File: src/rtl/gpu_pkg.sv
// Shared GPU constants and types for the rect table fetcher.
package gpu_pkg;

    localparam int RECT_COUNT     = 64;
    localparam int WORDS_PER_RECT = 5;
    localparam int ADDR_WIDTH     = 13;
    localparam logic [ADDR_WIDTH-1:0] BASE_ADDR = 13'h1EC0;

    // Word order of one rect record in data memory.
    typedef enum logic [2:0] {
        F_X,
        F_Y,
        F_W,
        F_H,
        F_COLOR
    } rect_field_t;

    typedef enum logic [1:0] {
        IDLE,
        FETCH,
        DRAIN,
        COMMIT
    } fetch_state_t;

endpackage

File: src/rtl/rect_fetcher.sv
// Per-frame copy of the rect table from shared data memory into the back
// bank of the GPU rect register file, finished by a bank-swap commit pulse.
//
//  state  | meaning
//  IDLE   | waiting for the vblank start pulse
//  FETCH  | requesting table words from the arbiter, one per grant
//  DRAIN  | last word in flight, written this cycle
//  COMMIT | one-cycle swap pulse, back bank complete
module rect_fetcher #(
    parameter int RECT_COUNT     = gpu_pkg::RECT_COUNT,
    parameter int WORDS_PER_RECT = gpu_pkg::WORDS_PER_RECT,
    parameter int ADDR_WIDTH     = gpu_pkg::ADDR_WIDTH,
    parameter logic [ADDR_WIDTH-1:0] BASE_ADDR = gpu_pkg::BASE_ADDR
) (
    input  logic                              clk_i,
    input  logic                              reset_i,
    input  logic                              start_i,
    output logic                              mem_req_o,
    output logic [ADDR_WIDTH-1:0]             mem_addr_o,
    input  logic                              mem_gnt_i,
    input  logic [15:0]                       mem_rdata_i,
    output logic                              rect_we_o,
    output logic [$clog2(RECT_COUNT)-1:0]     rect_idx_o,
    output logic [$clog2(WORDS_PER_RECT)-1:0] rect_field_o,
    output logic [15:0]                       rect_data_o,
    output logic                              busy_o,
    output logic                              commit_o
);
    import gpu_pkg::*;

    localparam int N       = RECT_COUNT * WORDS_PER_RECT;
    localparam int RD_W    = $clog2(N + 1);
    localparam int IDX_W   = $clog2(RECT_COUNT);
    localparam int FIELD_W = $clog2(WORDS_PER_RECT);

    // The table must not run past the top of the address space.
    if (int'(BASE_ADDR) + N > (1 << ADDR_WIDTH)) begin : g_bad_table
        $error("rect table at BASE_ADDR overruns the address space");
    end
    if (RECT_COUNT < 2 || WORDS_PER_RECT < 2) begin : g_bad_size
        $error("RECT_COUNT and WORDS_PER_RECT must both be at least 2");
    end

    fetch_state_t           state_q, state_d;
    logic [RD_W-1:0]        rd_cnt_q, rd_cnt_d;
    logic [IDX_W-1:0]       idx_q, idx_d;
    logic [FIELD_W-1:0]     field_q, field_d;
    logic                   issued_q, issued_d;
    logic                   mem_req_q, mem_req_d;
    logic [ADDR_WIDTH-1:0]  mem_addr_q, mem_addr_d;
    logic                   busy_q, busy_d;
    logic                   commit_q, commit_d;

    // Next-state logic: read sequencing, write-index advance and frame control.
    always_comb begin
        state_d    = state_q;
        rd_cnt_d   = rd_cnt_q;
        idx_d      = idx_q;
        field_d    = field_q;
        issued_d   = 1'b0;
        mem_req_d  = mem_req_q;
        mem_addr_d = mem_addr_q;
        busy_d     = busy_q;
        commit_d   = 1'b0;

        // A word returned this cycle is written now; step to the next slot.
        if (issued_q) begin
            if (field_q == FIELD_W'(WORDS_PER_RECT - 1)) begin
                field_d = '0;
                if (idx_q != IDX_W'(RECT_COUNT - 1)) begin
                    idx_d = idx_q + IDX_W'(1);
                end
            end else begin
                field_d = field_q + FIELD_W'(1);
            end
        end

        case (state_q)
            IDLE: begin
                if (start_i) begin
                    state_d    = FETCH;
                    rd_cnt_d   = '0;
                    idx_d      = '0;
                    field_d    = '0;
                    mem_req_d  = 1'b1;
                    mem_addr_d = BASE_ADDR;
                    busy_d     = 1'b1;
                end
            end
            FETCH: begin
                if (mem_req_q && mem_gnt_i) begin
                    issued_d   = 1'b1;
                    rd_cnt_d   = rd_cnt_q + RD_W'(1);
                    mem_addr_d = mem_addr_q + ADDR_WIDTH'(1);
                    if (rd_cnt_q == RD_W'(N - 1)) begin
                        state_d    = DRAIN;
                        mem_req_d  = 1'b0;
                        mem_addr_d = '0;
                    end
                end
            end
            DRAIN: begin
                state_d  = COMMIT;
                commit_d = 1'b1;
            end
            COMMIT: begin
                state_d = IDLE;
                busy_d  = 1'b0;
            end
            default: begin
                state_d = IDLE;
            end
        endcase
    end

    // State and registered outputs; reset abandons any frame in progress.
    always_ff @(posedge clk_i or posedge reset_i) begin
        if (reset_i) begin
            state_q    <= IDLE;
            rd_cnt_q   <= '0;
            idx_q      <= '0;
            field_q    <= '0;
            issued_q   <= 1'b0;
            mem_req_q  <= 1'b0;
            mem_addr_q <= '0;
            busy_q     <= 1'b0;
            commit_q   <= 1'b0;
        end else begin
            state_q    <= state_d;
            rd_cnt_q   <= rd_cnt_d;
            idx_q      <= idx_d;
            field_q    <= field_d;
            issued_q   <= issued_d;
            mem_req_q  <= mem_req_d;
            mem_addr_q <= mem_addr_d;
            busy_q     <= busy_d;
            commit_q   <= commit_d;
        end
    end

    assign mem_req_o    = mem_req_q;
    assign mem_addr_o   = mem_addr_q;
    assign rect_we_o    = issued_q;
    assign rect_idx_o   = idx_q;
    assign rect_field_o = field_q;
    // Read data lands one cycle after issue, exactly when the write strobe is up.
    assign rect_data_o  = issued_q ? mem_rdata_i : 16'h0000;
    assign busy_o       = busy_q;
    assign commit_o     = commit_q;

endmodule

File: config.mk
export PLATFORM = sky130hd
export DESIGN_NAME = rect_fetcher
export DESIGN_NICKNAME = d
export VERILOG_FILES = /design/src/rtl/gpu_pkg.sv /design/src/rtl/rect_fetcher.sv
export SDC_FILE = /design/constraint.sdc
export NUM_CORES = 1
export LEC_CHECK = 0
export ABC_AREA = 1
export BUFFER_PORTS_ARGS = -buffer_cell sky130_fd_sc_hd__buf_2
export CAP_MARGIN = 20
export CORE_ASPECT_RATIO = 0.6
export CORE_MARGIN = 2
export CORE_UTILIZATION = 55
export DETAILED_ROUTE_END_ITERATION = 16
export PLACE_DENSITY = 0.88
export SLEW_MARGIN = 10
export SYNTH_ARGS = -nofsm -noshare
export SYNTH_HDL_FRONTEND = slang
export SYNTH_SLANG_ARGS = --single-unit
File: constraint.sdc
create_clock -name clk_i -period 3.8 [get_ports clk_i]
set_input_delay 0.38 -clock clk_i [delete_from_list [all_inputs] [get_ports clk_i]]
set_output_delay 0.38 -clock clk_i [all_outputs]
set_load 0.05 [all_outputs]
Yosys cells after proc, flatten, opt, wreduce, memory -nomap -nowiden

Index checks and enable logic that the tools add are counted.

Register bits after elaboration: 37
Input port bits: 20
Output and inout bits: 42
Logic and storage cells: 59

$add $sub $neg: 4
Equality and inequality tests: 9
Mux-type cells: 29
Reduce and logical (&&, ||, !) cells: 8

Operator list:

| cell                                                                  | count |
|---|---|
| 13-bit 2-to-1 mux                                                     | 3 |
| 6-bit 2-to-1 mux                                                      | 5 |
| 13-bit one-hot mux with 2 select lines                                | 1 |
| 9-bit 2-to-1 mux                                                      | 2 |
| 9-bit one-hot mux with 2 select lines                                 | 1 |
| 16-bit 2-to-1 mux                                                     | 1 |
| 13-bit by 1-bit adder with 13-bit output, second input constant       | 1 |
| 3-bit 2-to-1 mux                                                      | 4 |
| 9-bit by 1-bit adder with 9-bit output, second input constant         | 1 |
| 9-bit equality test, second input constant                            | 1 |
| 2-bit one-hot mux with 4 select lines                                 | 1 |
| 6-bit by 1-bit adder with 6-bit output, second input constant         | 1 |
| 1-bit 2-to-1 mux                                                      | 6 |
| 2-bit 2-to-1 mux                                                      | 3 |
| 2-bit inequality test, second input constant                          | 3 |
| 6-bit inequality test, second input constant                          | 1 |
| 3-bit AND reduction                                                   | 2 |
| 2-bit equality test, second input constant                            | 2 |
| 1-bit one-hot mux with 2 select lines                                 | 2 |
| 4-bit AND reduction                                                   | 1 |
| 2-bit nonzero test                                                    | 2 |
| 3-bit by 1-bit adder with 3-bit output, second input constant         | 1 |
| 3-bit equality test, second input constant                            | 1 |
| 2-bit by 1-bit equality test with 1-bit output, second input constant | 1 |
| other kinds (3)                                                       | 3 |

Longest topological paths before layout

Word-level depth: 6
Mapped depth: 10
Gate-level depth less buffers: 10

Worst setup path after synthesis

Ideal clock, no wire load.

Kind: register -> output
Start point: reg issued_q, in the netlist rect_we_o
End point: out rect_data_o[10]
Data arrival time: 1.382 ns
Required time: 3.420 ns
Slack: 2.038 ns
Cell stages (with the launch flop): 4
Buffers on the path: 1
Cell sequence: dfrtp_1 > clkbuf_1 > nand2_1 > inv_1

Word-level cells in the longest chain between the ends: 1

Ends and longest elaborated chain:

| element                  | RTL line            | source |
|---|---|---|
| start: declaration       | rect_fetcher.sv:48  | `logic issued_q, issued_d;` |
| start signal: assignment | rect_fetcher.sv:133 | `issued_q <= issued_d;` |
| 16-bit 2-to-1 mux        | rect_fetcher.sv:147 | `assign rect_data_o = issued_q ? mem_rdata_i : 16'h0000;` |
| end: declaration         | rect_fetcher.sv:25  | `output logic [15:0] rect_data_o,` |

Every way passes these cells.

Worst setup path in the final report

Start point: reg state_q[1]
End point: reg mem_addr_q[3], in the netlist mem_addr_o[3]

Word-level cells in the longest chain between the ends: 3
Elaborated cells between the ends (all ways): 7
Those cells by class: 3 x eq/ne; 1 x mux; 3 x reduce/logical

Ends and longest elaborated chain:

| element                                                                                  | RTL line            | source |
|---|---|---|
| start: declaration                                                                       | rect_fetcher.sv:44  | `fetch_state_t state_q, state_d;` |
| start signal: assignment                                                                 | rect_fetcher.sv:129 | `state_q <= state_d;` |
| 2-bit by 1-bit equality test with 1-bit output / 2-bit zero test (equally long branches) | rect_fetcher.sv:78  | `case (state_q)` |
| 2-bit inequality test (no source line) / 2-bit nonzero test (equally long branches)      | n/a                 |  |
| 3-bit AND reduction (no source line)                                                     | n/a                 |  |
| end signal: assignment                                                                   | rect_fetcher.sv:135 | `mem_addr_q <= mem_addr_d;` |
| end: declaration                                                                         | rect_fetcher.sv:50  | `logic [ADDR_WIDTH-1:0] mem_addr_q, mem_addr_d;` |

Several ways; a longest one is shown, not always the timed one.
A chain may end at the register's enable or synchronous reset.

==> metrics.md <==
| Metric | Value |
|---|---|
| CTS tree | built |
| Num Clock Sinks | 37 |
| Total CTS buffers | 5 |
| Final Util | between 60% and 70% |
| Worst rel slew slack | 53.7% |
| Syn. warnings | 0 |
| # rows | 18 |
| Final layout net count | between 400 and 500 |
| Layout cell share with drive strength beyond 1 | a little over a fifth |
| Number of DRC markers in iteration 0 | 170 |
| Met3 routed wirelength | 354 µm |
| Most frequent cells in the layout | nand2_1, buf_2, inv_1, dfrtp_1, nor2_1 |
| Bufs and invs on worst path | 3 |
| Drt wl/cell | 12.1 µm |
| Hold Crit Class | primary input to async pin |
| Worst EP required | 3.97 ns |
| Min cycle time layout | 2.31 ns |
| CTS root buf | clkbuf_8 |
| Worst-skew pair later-pin latency | ~0.29 ns |
| Clk buf depth | 2 |
| Leakage | 1.63 nW |
| Mapped Area | 0.00231 mm² |
| Syn nets | 363 |
| Pin count of the biggest net entering global routing | 38 |
| Final Power | roughly 0.0016 W |
| Postcts setup bufs | 0 |
| Placer Congestion | 0.861 |
| Pre-Repair DR Iteration Count | 6 |
| Sequential area share after synthesis | 40.1% |
| # Max-Cap Violations | 0 |
| Die Y | approximately 54 µm |
| DIE WIDTH | 87.7 µm |
| Grt total ovfl | 0 |
| CP cell instances | inv_1, ha_1, inv_2, nand2_1, nand3_2, inv_2, nand2_1, nand2_1, nor2_1 |
| Final setup viols | 0 |
| First-pass GRT wire length | 9230 µm |
| Clock Skew | 0.00414 ns |
| Dpl hpwl | between 4000 and 5000 µm |
| Initial antenna violation count | 0 |
| Crit share post-route | approximately three fifths |
| Critical path depth | 9 |
| Reg-to-Reg End | mem_addr_o[3] |
| WL final | 5510 µm |
| Arrival time of the worst setup path | about 2.5 ns |
| Worst flop-to-flop path startpoint | state_q[1] |
| Critical setup path kind | flop to flop |
| Gate Count Post-Synth | 334 |
| Post-cts resize count | 0 |
| Layout area overhead | 18.8% |
| Die area | ~0.0048 mm² |
| Slowest stage delay, CP | roughly 0.48 ns |
| # H-tree levels | 2 |
| Crit path max-delay family | simple AND/OR/NAND/NOR gates |
| P per Cell Area | approximately 600 mW/mm² |
| Area of the core | 0.00408 mm² |
| DRC errors left | 0 |
| Drt via density | 5.07 |
| Gr usage total | 25.4% |
| Max-slew violations | 0 |
| Unrepaired setup endpoints after global routing | no |
| CP endpoint kind | flop |
| Final Hold Vio Count | 0 |
| Count of buffers from port buffering | 61 |
| Placed cell count | 450 |
| Peak supply drop | 242 µV |
| CP Max Fanout | 21 |
| Outcome | finished clean |
| Worst-Margin Slew | 0.694 ns |
| Commonest non-fill, non-tap cell in the layout | nand2_1 |
| Final ANT Viol Nets | 0 |
| I/O pin cnt | 62 |
| Met2 wire len | 2350 µm |
| R2R setup slack | approximately 1.5 ns |
| Vias in the first global route | just over 2000 |
| Highest metal used | met4 |
| Avg Inst Size Synth | 6.92 µm² |
| Initial Util | 56.7% |
| Yosys reg bits | 37 |
| Worst path most repeated cell | nand2_1 |
| Hold_buf cts | 0 |
| F_max | approximately 0.43 GHz |
| Post-Route M1 WL | 2760 µm |
| Antenna Cells | 0 |
| Vias | 2316 |
| CP startpoint kind | flop |
| Non-Filler Instances | 457 |
| Clock transition at path regs | 0.08 ns |
| R2r worst-path depth | 9 |
| Setup TNS Final | 0 ns |
| Yosys cell types | 26 |
| Worst path slowest cell | ha_1 |
-- stage by stage --
step | hold slack [ns] | cell area, µm² | setup slack, ns
3_5_place_dp | 0.494 | 2660 | 1.51
4_1_cts | 0.215 | 2750 | 1.49
5_1_grt | 0.256 | 2750 | 1.27
6_report | 0.194 | 2750 | 1.49
3_3_place_gp | 0.501 | 2660 | 1.65
2_1_floorplan | 0.490 | 2310 | 2.04
-- routing by layer --
layer  GRT usage (%)  up-vias
li1                -     1168
met1            37.7     1057
met2            38.8       85
met3            5.43        6
met4            4.62        0
met5               0        -
-- state kept, by name, indices dropped and copies added (netlist names), 2 cells and up --
| name | count |
|---|---|
| rect_field_o | 3 |
| rect_idx_o | 6 |
| rd_cnt_q | 9 |
| mem_addr_o | 13 |
| state_q | 2 |
-- synthesized netlist by cell type --
cell        n  share of area (%)
nor2_4      3                1.5
o21ai_0     7                1.5
nand3b_1    1               0.32
nand2_1   107                 17
buf_6       1               0.49
clkbuf_1    2               0.32
nand3_1    17                3.7
nand2_2     1               0.27
inv_2       4               0.65
dfrtp_1    37                 40
a21oi_1    19                4.1
nor3_1      4               0.87
o21bai_1    3               0.97
inv_1      56                9.1
nand3_2     3                1.3
a311oi_1    1               0.38
buf_4       2               0.65
a211oi_1    1               0.32
nor2_2      3               0.81
buf_2       1               0.22
o21ai_1     5                1.1
nor2_1     34                5.5
nand4_1    10                2.7
ha_1        9                4.9
or2_2       2               0.54
a22o_1      1               0.38
-- how the worst max path moves through the flow --
stage	to	start	slack [ns]
after floorplan	rect_data_o[10]	rect_we_o	2.04
after global placement	mem_addr_o[3]	state_q[1]	1.65
after detailed placement	mem_addr_o[3]	state_q[1]	1.51
after CTS	mem_addr_o[3]	state_q[1]	1.49
after global routing	mem_req_o	state_q[1]	1.27
final	mem_addr_o[3]	state_q[1]	1.49
-- report_power, final --
part | total [W] | leakage (nW) | internal [W] | switching [W]
clock network | 0.000284 | 0.0443 | 0.000144 | 0.000140
logic | 0.000807 | 1.10 | 0.000205 | 0.000602
registers | 0.000549 | 0.481 | 0.000467 | 0.0000812
total | 0.00164 | 1.63 | 0.000817 | 0.000823
-- worst reg2reg max path: stages (launching register included) --
cell and delay (ns):
dfrtp_1 0.41, inv_1 0.10, ha_1 0.48, inv_2 0.08
nand2_1 0.09, nand3_2 0.37, inv_2 0.37, nand2_1 0.17
nand2_1 0.09, nor2_1 0.04
-- kinds of logic after synthesis --
| group | count (synthesis) | synth area share [%] |
|---|---|---|
| AND/OR/NAND/NOR | 185 | 34.9 |
| buffers and inverters | 66 | 11.4 |
| AO/OA/AOI/OAI | 37 | 8.77 |
| flip-flops | 37 | 40.1 |
| adder cells (fa/ha/maj) | 9 | 4.87 |
-- area by class of cell --
class	instances	area, µm²
clock buffers	7	86.3
flip-flops and latches	37	926
multi-input cells	231	1120
fillers	323	1330
well taps	60	75.1
inverters	60	225
repair buffers	62	313
Note: power is estimated with default switching activity, not from simulation.
